<file path="src/rtl/tetris_pkg.sv">
`default_nettype none
// ============================================================================
// Module      : tetris_pkg
// Description : Playfield geometry, sequencer state encoding, row indexing.
// Revision    : 1.0
// ============================================================================
package tetris_pkg;

    localparam int COLS  = 10;
    localparam int ROWS  = 20;
    localparam int CELLS = 200;

    typedef enum logic [2:0] {
        S_IDLE       = 3'd0,
        S_WAIT_FRAME = 3'd1,
        S_FLASH_ON   = 3'd2,
        S_FLASH_OFF  = 3'd3,
        S_COLLAPSE   = 3'd4,
        S_DONE       = 3'd5
    } state_t;

    // Bit index of column 0 of the given row.
    function automatic logic [7:0] row_base(input logic [4:0] row);
        return 8'(row) * 8'(COLS);
    endfunction

endpackage
`default_nettype wire

</file>
<file path="src/rtl/row_compactor.sv">
`default_nettype none
// ============================================================================
// Module      : row_compactor
// Description : Bottom-up row compaction, one source row per cycle.
// Revision    : 1.0
// ============================================================================
module row_compactor
    import tetris_pkg::*;
(
    input  logic             clk,
    input  logic             clr,
    input  logic             i_load,
    input  logic             i_run,
    input  logic [CELLS-1:0] i_src,
    input  logic [ROWS-1:0]  i_full_rows,
    output logic             o_last,
    output logic [CELLS-1:0] o_result
);

    logic [CELLS-1:0] r_work;
    logic [4:0]       r_rd;
    logic [4:0]       r_wr;
    logic             w_keep;

    // o_result already contains the row being copied this cycle, so the
    // caller can capture the finished buffer on the same edge as o_last.
    always_comb begin
        w_keep   = i_run && !i_full_rows[r_rd];
        o_result = r_work;
        if (w_keep) begin
            o_result[row_base(r_wr) +: COLS] = i_src[row_base(r_rd) +: COLS];
        end
    end

    assign o_last = (r_rd == 5'd0);

    always_ff @(posedge clk) begin
        if (clr) begin
            r_work <= '0;
            r_rd   <= '0;
            r_wr   <= '0;
        end else if (i_load) begin
            r_work <= '0;
            r_rd   <= 5'(ROWS - 1);
            r_wr   <= 5'(ROWS - 1);
        end else if (i_run) begin
            r_work <= o_result;
            r_rd   <= r_rd - 5'd1;
            if (w_keep) begin
                r_wr <= r_wr - 5'd1;
            end
        end
    end

endmodule
`default_nettype wire

</file>
<file path="src/rtl/line_clear_sequencer.sv">
`default_nettype none
// ============================================================================
// Module      : line_clear_sequencer
// Description : Freezes, blinks and collapses full playfield rows, updating
//               the displayed matrix only on frame boundaries.
// Revision    : 1.0
// ============================================================================
module line_clear_sequencer
    import tetris_pkg::*;
#(
    parameter int FLASH_FRAMES = 8,
    parameter int FLASH_BLINKS = 3
)(
    input  logic             clk,
    input  logic             clr,
    input  logic             frame_start,
    input  logic             start,
    input  logic [CELLS-1:0] matrix_in,
    output logic             busy,
    output logic             done,
    output logic [2:0]       lines_cleared,
    output logic [CELLS-1:0] matrix_out,
    output logic [CELLS-1:0] matrix_disp,
    output logic [CELLS-1:0] flash
);

    localparam logic [7:0] c_frame_last = 8'(FLASH_FRAMES - 1);
    localparam logic [3:0] c_blink_last = 4'(FLASH_BLINKS - 1);

    state_t           r_state;
    state_t           w_next_state;
    logic [CELLS-1:0] r_snap;
    logic [7:0]       r_frame_cnt;
    logic [3:0]       r_blink_cnt;
    logic [ROWS-1:0]  w_full_rows;
    logic [CELLS-1:0] w_full_mask;
    logic [4:0]       w_nfull;
    logic             w_frame_wrap;
    logic             w_cmp_load;
    logic             w_cmp_run;
    logic             w_cmp_last;
    logic [CELLS-1:0] w_cmp_result;

    for (genvar r = 0; r < ROWS; r++) begin : g_rows
        assign w_full_rows[r]                = &r_snap[r*COLS +: COLS];
        assign w_full_mask[r*COLS +: COLS]   = {COLS{w_full_rows[r]}};
    end

    always_comb begin
        w_nfull = '0;
        for (int r = 0; r < ROWS; r++) begin
            w_nfull = w_nfull + 5'(w_full_rows[r]);
        end
    end

    assign w_frame_wrap = frame_start && (r_frame_cnt == c_frame_last);

    always_ff @(posedge clk) begin
        if (clr) begin
            r_state <= S_IDLE;
        end else begin
            r_state <= w_next_state;
        end
    end

    always_comb begin
        w_next_state = r_state;
        case (r_state)
            S_IDLE: begin
                if (start) w_next_state = S_WAIT_FRAME;
            end
            S_WAIT_FRAME: begin
                if (w_nfull == 5'd0)  w_next_state = S_COLLAPSE;
                else if (frame_start) w_next_state = S_FLASH_ON;
            end
            S_FLASH_ON: begin
                if (w_frame_wrap) w_next_state = S_FLASH_OFF;
            end
            S_FLASH_OFF: begin
                if (w_frame_wrap) begin
                    w_next_state = (r_blink_cnt == c_blink_last) ? S_COLLAPSE : S_FLASH_ON;
                end
            end
            S_COLLAPSE: begin
                if (w_cmp_last) w_next_state = S_DONE;
            end
            S_DONE:  w_next_state = S_IDLE;
            default: w_next_state = S_IDLE;
        endcase
    end

    always_comb begin
        busy       = (r_state == S_WAIT_FRAME) || (r_state == S_FLASH_ON) ||
                     (r_state == S_FLASH_OFF)  || (r_state == S_COLLAPSE);
        done       = (r_state == S_DONE);
        w_cmp_run  = (r_state == S_COLLAPSE);
        w_cmp_load = (r_state != S_COLLAPSE) && (w_next_state == S_COLLAPSE);
    end

    // Results are captured on the edge into DONE so they are valid with done.
    always_ff @(posedge clk) begin
        if (clr) begin
            r_snap        <= '0;
            r_frame_cnt   <= '0;
            r_blink_cnt   <= '0;
            matrix_disp   <= '0;
            matrix_out    <= '0;
            lines_cleared <= '0;
            flash         <= '0;
        end else begin
            flash <= (w_next_state == S_FLASH_ON) ? w_full_mask : '0;
            case (r_state)
                S_IDLE: begin
                    if (frame_start || start) matrix_disp <= matrix_in;
                    if (start)                r_snap      <= matrix_in;
                end
                S_WAIT_FRAME: begin
                    r_frame_cnt <= '0;
                    r_blink_cnt <= '0;
                end
                S_FLASH_ON: begin
                    if (frame_start) begin
                        r_frame_cnt <= w_frame_wrap ? 8'd0 : r_frame_cnt + 8'd1;
                    end
                end
                S_FLASH_OFF: begin
                    if (frame_start) begin
                        r_frame_cnt <= w_frame_wrap ? 8'd0 : r_frame_cnt + 8'd1;
                        if (w_frame_wrap) r_blink_cnt <= r_blink_cnt + 4'd1;
                    end
                end
                S_COLLAPSE: begin
                    if (w_cmp_last) begin
                        matrix_out    <= w_cmp_result;
                        matrix_disp   <= w_cmp_result;
                        lines_cleared <= 3'(w_nfull);
                    end
                end
                default: ;
            endcase
        end
    end

    row_compactor u_row_compactor (
        .clk         (clk),
        .clr         (clr),
        .i_load      (w_cmp_load),
        .i_run       (w_cmp_run),
        .i_src       (r_snap),
        .i_full_rows (w_full_rows),
        .o_last      (w_cmp_last),
        .o_result    (w_cmp_result)
    );

endmodule
`default_nettype wire

</file>
<file path="config.mk">
export PLATFORM = sky130hd
export DESIGN_NAME = line_clear_sequencer
export DESIGN_NICKNAME = d
export VERILOG_FILES = /design/src/rtl/tetris_pkg.sv /design/src/rtl/row_compactor.sv /design/src/rtl/line_clear_sequencer.sv
export SDC_FILE = /design/constraint.sdc
export NUM_CORES = 2
export LEC_CHECK = 0
export ABC_AREA = 1
export BUFFER_PORTS_ARGS = -buffer_cell sky130_fd_sc_hd__buf_2
export CAP_MARGIN = 20
export CELL_PAD_IN_SITES_DETAIL_PLACEMENT = 0
export CELL_PAD_IN_SITES_GLOBAL_PLACEMENT = 2
export CORE_MARGIN = 3
export CORE_UTILIZATION = 33
export DETAILED_ROUTE_END_ITERATION = 10
export GPL_ROUTABILITY_DRIVEN = 0
export GPL_TIMING_DRIVEN = 0
export PLACE_DENSITY_LB_ADDON = 0.1
export REMOVE_ABC_BUFFERS = 1
export SLEW_MARGIN = 25
export SYNTH_ARGS = -nofsm -noshare
export SYNTH_HDL_FRONTEND = slang
export SYNTH_HIERARCHICAL = 1
export SYNTH_SLANG_ARGS = --single-unit
</file>
<file path="constraint.sdc">
create_clock -name clk -period 16.75 [get_ports clk]
set_input_delay 2.5125 -clock clk [delete_from_list [all_inputs] [get_ports clk]]
set_output_delay 2.5125 -clock clk [all_outputs]
set_load 0.02 [all_outputs]
</file>
; After elaboration in Yosys (flattened, before gate mapping)
; Index checks and enable logic that the tools add are counted.
[totals]
ff_bits = 1019
input_bits = 204
output_inout_bits = 605
wordCells = 131
[classes]
add_sub_neg = 24
n_mul = 2
n_lt_le_gt_ge = 1
n_eq_ne = 15
shifts = 3
n_mux = 26
bitwise = 1
n_reduce_logical = 46
[op_table]
columns = operator, n
row1 = 200-bit 2-to-1 mux, 3
row2 = 200-bit case mux with 2 select lines, 1
row3 = 200-bit bitwise mux, 1
row4 = 10-bit AND reduction, 20
row5 = "10-bit by 10-bit variable shift with 200-bit output, first input constant", 1
row6 = 10-bit by 10-bit indexed part select with 200-bit output, 1
row7 = 200-bit by 9-bit indexed part select with 10-bit output, 1
row8 = 5-bit by 1-bit adder with 5-bit output, 15
row9 = 5-bit 2-to-1 mux, 5
row10 = 3-bit 2-to-1 mux, 7
row11 = 8-bit 2-to-1 mux, 2
row12 = 8-bit case mux with 2 select lines, 1
row13 = 3-bit case mux with 5 select lines, 1
row14 = "5-bit by 3-bit multiplier with 7-bit output, second input constant", 2
row15 = 5-bit logical NOT, 2
row16 = 8-bit negation with 10-bit output, 1
row17 = 2-bit AND reduction, 5
row18 = 2-bit nonzero test, 5
row19 = "5-bit by 1-bit subtractor with 5-bit output, second input constant", 2
row20 = "3-bit by 2-bit == test with 1-bit output, second input constant", 3
row21 = "3-bit == test, second input constant", 3
row22 = "8-bit by 1-bit adder with 8-bit output, second input constant", 1
row23 = "8-bit by 3-bit == test with 1-bit output, second input constant", 1
row24 = 4-bit 2-to-1 mux, 2
row25 = 21 further kinds, 32

; Longest topological paths before layout
[logic_depth]
word_depth = 27
depth_mapped = 27
depth_no_buf = 25

; Cells and area by module
; The synthesis kept the hierarchy.
[modules_own_cells]
columns = mod, n_inst, cells_per_inst, area_each_um2, seq_area_each_um2
row1 = line_clear_sequencer, 1, 3398, 25977.4, 12772.2
row2 = row_compactor, 1, 3508, 19065.8, 4204.0

; Worst setup path after synthesis
; Ideal clock, no wire load.
[synth_path]
path_kind = register to register
from = register r_snap[52]
to = register u_row_compactor.r_work[117]
setup_time_ps = 128
arrival_time_ps = 5894
t_required_ps = 16622
path_slack_ps = 10729
path_stages_with_launch = 27
n_path_buf = 3
period_less_slack_ps = 6021
path_cell_list = dfxtp_1 -> inv_1 -> nor4_1 -> nand3_1 -> fa_1 -> inv_1 -> fa_1 -> fa_1 -> fa_1 -> inv_1 -> fa_1 -> inv_1 -> ha_1 -> fa_1 -> nor2_1 -> nand2_1 -> nor2_1 -> nand3_1 -> nand2_1 -> nand2_1 -> buf_2 -> nor3_1 -> nor2_1 -> inv_2 -> clkbuf_1 -> clkbuf_1 -> nor2_1
[synth_between]
elab_chain_len = 22
elab_cells_between_ends = 30
cone_classes = 15 x add/sub / 1 x eq/ne / 2 x shift / 6 x mux / 6 x reduce/logical
[synth_lines]
columns = item, line
row1 = "start, declared", line_clear_sequencer.sv:32  ; logic [CELLS-1:0] r_snap;
row2 = "start signal, assigned", line_clear_sequencer.sv:115  ; if (start) r_snap <= matrix_in;
row3 = 10-bit AND reduction, line_clear_sequencer.sv:45  ; assign w_full_rows[r] = &r_snap[r*COLS +: COLS];
row4 = 5-bit by 1-bit adder with 5-bit output (15 in series), line_clear_sequencer.sv:52  ; w_nfull = w_nfull + 5'(w_full_rows[r]);
row5 = named net w_nfull[1], line_clear_sequencer.sv:37  ; logic [4:0] w_nfull;
row6 = 5-bit logical NOT, line_clear_sequencer.sv:73  ; if (w_nfull == 5'd0) w_next_state = S_COLLAPSE;
row7 = 3-bit 2-to-1 mux, line_clear_sequencer.sv:73
row8 = 3-bit case mux with 5 select lines, line_clear_sequencer.sv:68  ; case (r_state)
row9 = 3-bit == test, line_clear_sequencer.sv:97  ; w_cmp_load = (r_state != S_COLLAPSE) && (w_next_state == S_COLLAPSE);
row10 = 1-bit logical AND, line_clear_sequencer.sv:97
row11 = named net w_cmp_load, line_clear_sequencer.sv:39  ; logic w_cmp_load;
row12 = 2-bit OR reduction (no line), n/a
row13 = "end signal, assigned", row_compactor.sv:47  ; r_work <= o_result;
row14 = "end, declared", row_compactor.sv:20  ; logic [CELLS-1:0] r_work;
; The timed path passes the listed nets, and every way through them passes these cells. The select of a mux whose other input is x is not followed.
; A chain may end at the register's enable or synchronous reset.

; Worst setup path in the final report
[layout_path]
from = register r_snap[12]
to = register u_row_compactor.r_work[177]
[layout_between]
elab_chain_len = 26
elab_cells_between_ends = 34
cone_classes = 19 x add/sub / 1 x eq/ne / 2 x shift / 6 x mux / 6 x reduce/logical
[layout_lines]
columns = item, line
row1 = 10-bit AND reduction, line_clear_sequencer.sv:45
row2 = named net w_full_mask[10], line_clear_sequencer.sv:36  ; logic [CELLS-1:0] w_full_mask;
row3 = 1-bit by 1-bit adder with 2-bit output, line_clear_sequencer.sv:52
row4 = 2-bit by 1-bit adder with 3-bit output, line_clear_sequencer.sv:52
row5 = 3-bit by 1-bit adder with 4-bit output, line_clear_sequencer.sv:52
row6 = 4-bit by 1-bit adder with 5-bit output, line_clear_sequencer.sv:52
row7 = 5-bit by 1-bit adder with 5-bit output (15 in series), line_clear_sequencer.sv:52
row8 = named net w_nfull[1], line_clear_sequencer.sv:37
row9 = 5-bit logical NOT, line_clear_sequencer.sv:73
row10 = 3-bit 2-to-1 mux, line_clear_sequencer.sv:73
row11 = 3-bit case mux with 5 select lines, line_clear_sequencer.sv:68
row12 = 3-bit == test, line_clear_sequencer.sv:97
row13 = 1-bit logical AND, line_clear_sequencer.sv:97
row14 = named net w_cmp_load, line_clear_sequencer.sv:39
row15 = 2-bit OR reduction (no line), n/a
; The timed path passes the listed nets, and every way through them passes these cells. The select of a mux whose other input is x is not followed.

==> run metrics <==
Placement Rows 134; Final Slew Violations 0; Vias/cell 5.273; share of the synthesized area in the top cell type 37.69%; total CTS buffers 102; slowest cell delay on critical path 0.94 ns; Netlist cell types 59; YS warnings 6; async set-reset flop share out of synthesis 0%; Synth Instances 6,906; Setup Viol. Count Final 0; first-pass GRT wire length roughly 310,000 um; Placed Cells between 8,000 and 9,000; clock slew at reported path FFs ~0.06 ns; Layout Cells excl Fill 9,088; layout cells sized above 1 15.70%; Slew @ Worst Pin 1.159 ns; hold crit path type flop to flop; Max Clock Freq 0.1217 GHz; syn avg cell area between 6 and 7 um2; CP Capture Type flop; Hold-fix buffers, CTS 0; die height 375.5 um; total number of vias 47,930; CP Buf/Inv Count 6; DP HPWL 165,600 um; Final Hold Vio Count 0; RSZ-0062 raised after global routing false; Mapped Area about 45,000 um2; Peak VDD IR 0.09495 mV; most common cell in the netlist nand2_1; FILL cells 14,950; die width 375.5 um; initial antenna violation count 23; Max FO, Critical Path 96; CP Cell Sequence inv_1 -> nor4_1 -> nand3_1 -> inv_1 -> fa_1 -> fa_1 -> fa_1 -> fa_1 -> inv_1 -> fa_1 -> inv_1 -> ha_1 -> fa_1 -> nor2_1 -> nand2_1 -> nor2_1 -> nand3_1 -> nand2_1 -> nand2_1 -> nor3_1 -> nor2_1 -> inv_8 -> buf_16 -> a21oi_1; clock root cell clkbuf_16; drt total wl around 220,000 um; Layout area overhead 17.14%; final period utilization 49.05%; CTS max path bufs 3; ANT nets after route 0; Worst Path Arrival 8.80 ns; Residual DRC 0; Crit path max-delay family simple AND/OR/NAND/NOR gates; # H-tree levels 3; register area share after synthesis 37.69%; largest net degree at the start of global routing 128; Wirelength per Cell 24.27 um; clk_skew between 0.02 and 0.03 ns; io pins between 800 and 900; maxcap violations 0; status completed; Main synth FF type dfxtp_1; Crit-path slowest cell nor3_1; critical path type flop to flop; GR Util All Layers 29.96%; CP Launch Type flop; clk sink count 848; Die ar. 141,000 um2; CTS tree yes; relative slew slack 21.90%; vias in the first global route 44,570; Post-CTS Setup Inserts 0; post-CTS sizing 0; Final #Nets ~7,500; drt pass-1 iters 8; Initial Util 33.50%; Worst Path Required 17.33 ns; Post-synth EDFFs 0; Yosys reg bits 848; GR Overflow Total 0; CP most frequent cell fa_1; Synth area leaders dfxtp_1 38%, nand2_1 19%, nand3_1 7.0%; Final min period 8.216 ns; Buffers on Ports 808; most frequent cells after synthesis 2,220 x nand2_1, 848 x dfxtp_1, 631 x nand3_1; Lkg Pwr 24.13 nW; largest area contributor in the netlist dfxtp_1; hold_ws 0.4601 ns; worst skew pair latency about 0.73 ns; Pwr Density 144.2 nW/um2; Iter 0 DRT Violations 4,195; Core Area 134,500 um2
-- logic make-up after synthesis --
| family | after synthesis | share of synthesized area [%] |
|---|---|---|
| simple gates | 3404 | 31.54 |
| mux | 1 | 0.02222 |
| compound gates | 1421 | 16.66 |
| buf+inv | 1185 | 12.53 |
| xor+xnor | 6 | 0.1500 |
| fa+ha+maj | 41 | 1.406 |
| flops | 848 | 37.69 |
-- metrics by stage --
step	util [%]	setup slack (ns)	total power, mW	area, um2	TNS (ns)
finish	39.24	8.534	7.610	52760	0
global route	39.24	8.074	7.951	52760	0
CTS	39.23	8.535	7.626	52750	0
detailed placement	36.56	8.568	5.226	49160	0
global placement	35.48	-11.33	5.190	47710	-6511.14
floorplan	-	3.112	3.883	41450	0
-- where the power goes --
group | switching [mW] | total (mW) | internal (mW) | leakage, nW
Sequential | 0.137 | 2.30 | 2.16 | 6.93
Clock | 0.973 | 2.38 | 1.41 | 1.76
Combinational | 2.26 | 2.93 | 0.676 | 15.4
-- sequential cells by signal, indices dropped and copies added, names as in the netlist --
| register | flops |
|---|---|
| matrix_disp | 200 |
| r_frame_cnt | 8 |
| r_blink_cnt | 4 |
| r_state | 3 |
| flash | 20 |
| matrix_out | 200 |
| r_snap | 200 |
| u_row_compactor/r_work | 200 |
| lines_cleared | 3 |
| u_row_compactor/r_rd | 5 |
| u_row_compactor/r_wr | 5 |
-- cells in the final DEF (no fill, tap or decap), types with 75 or more instances in the layout --
| cell | n |
|---|---|
| o21ai_1 | 129 |
| dfxtp_1 | 846 |
| clkbuf_16 | 102 |
| o21ai_0 | 408 |
| a21oi_1 | 628 |
| buf_2 | 807 |
| nand2_1 | 2215 |
| inv_1 | 514 |
| nor2_1 | 320 |
| nand3_1 | 630 |
| a31oi_1 | 207 |
| nand4_1 | 75 |
-- layout make-up --
| cell class | count | area, um2 | share of cell area (%) |
|---|---|---|---|
| clock buffer | 146 | 2968 | 5.625 |
| timing repair buffer | 858 | 5300 | 10.05 |
| antenna | 7 | 17.52 | 0.03320 |
| tap | 1768 | 2212 | 4.193 |
| multi-input combinational | 4873 | 22560 | 42.76 |
| clock inverter | 43 | 616.8 | 1.169 |
| inverter | 545 | 2103 | 3.986 |
| sequential | 848 | 16980 | 32.19 |
-- routing by layer --
metal / share of wire [%] / GRT usage [%] / vias up
li1: - / - / 23070
met1: 44 / 39.81 / 22870
met2: 46 / 49.47 / 1689
met3: 6.1 / 4.535 / 289
met4: 3.7 / 10.29 / 4
met5: 0.012 / 0 / -
-- worst min-delay path, cell delays in order, from the launching register on --
cell and delay, ns:
dfxtp_1 0.30, nand2_1 0.05, a21oi_1 0.05
-- worst paths after layout --
path	start	endpoint	slack [ns]	cells after the start
worst min-delay path	matrix_out[49]$_SDFFE_PP0P_	matrix_out[49]$_SDFFE_PP0P_	0.46	2
worst min register to register	matrix_out[49]$_SDFFE_PP0P_	matrix_out[49]$_SDFFE_PP0P_	0.46	2
worst max-delay path	r_snap[12]$_SDFFE_PP0P_	u_row_compactor/r_work[177]$_SDFFE_PP0P_	8.53	24
worst max register to register	r_snap[12]$_SDFFE_PP0P_	u_row_compactor/r_work[177]$_SDFFE_PP0P_	8.53	24
Power figures use the tool's default switching activity.
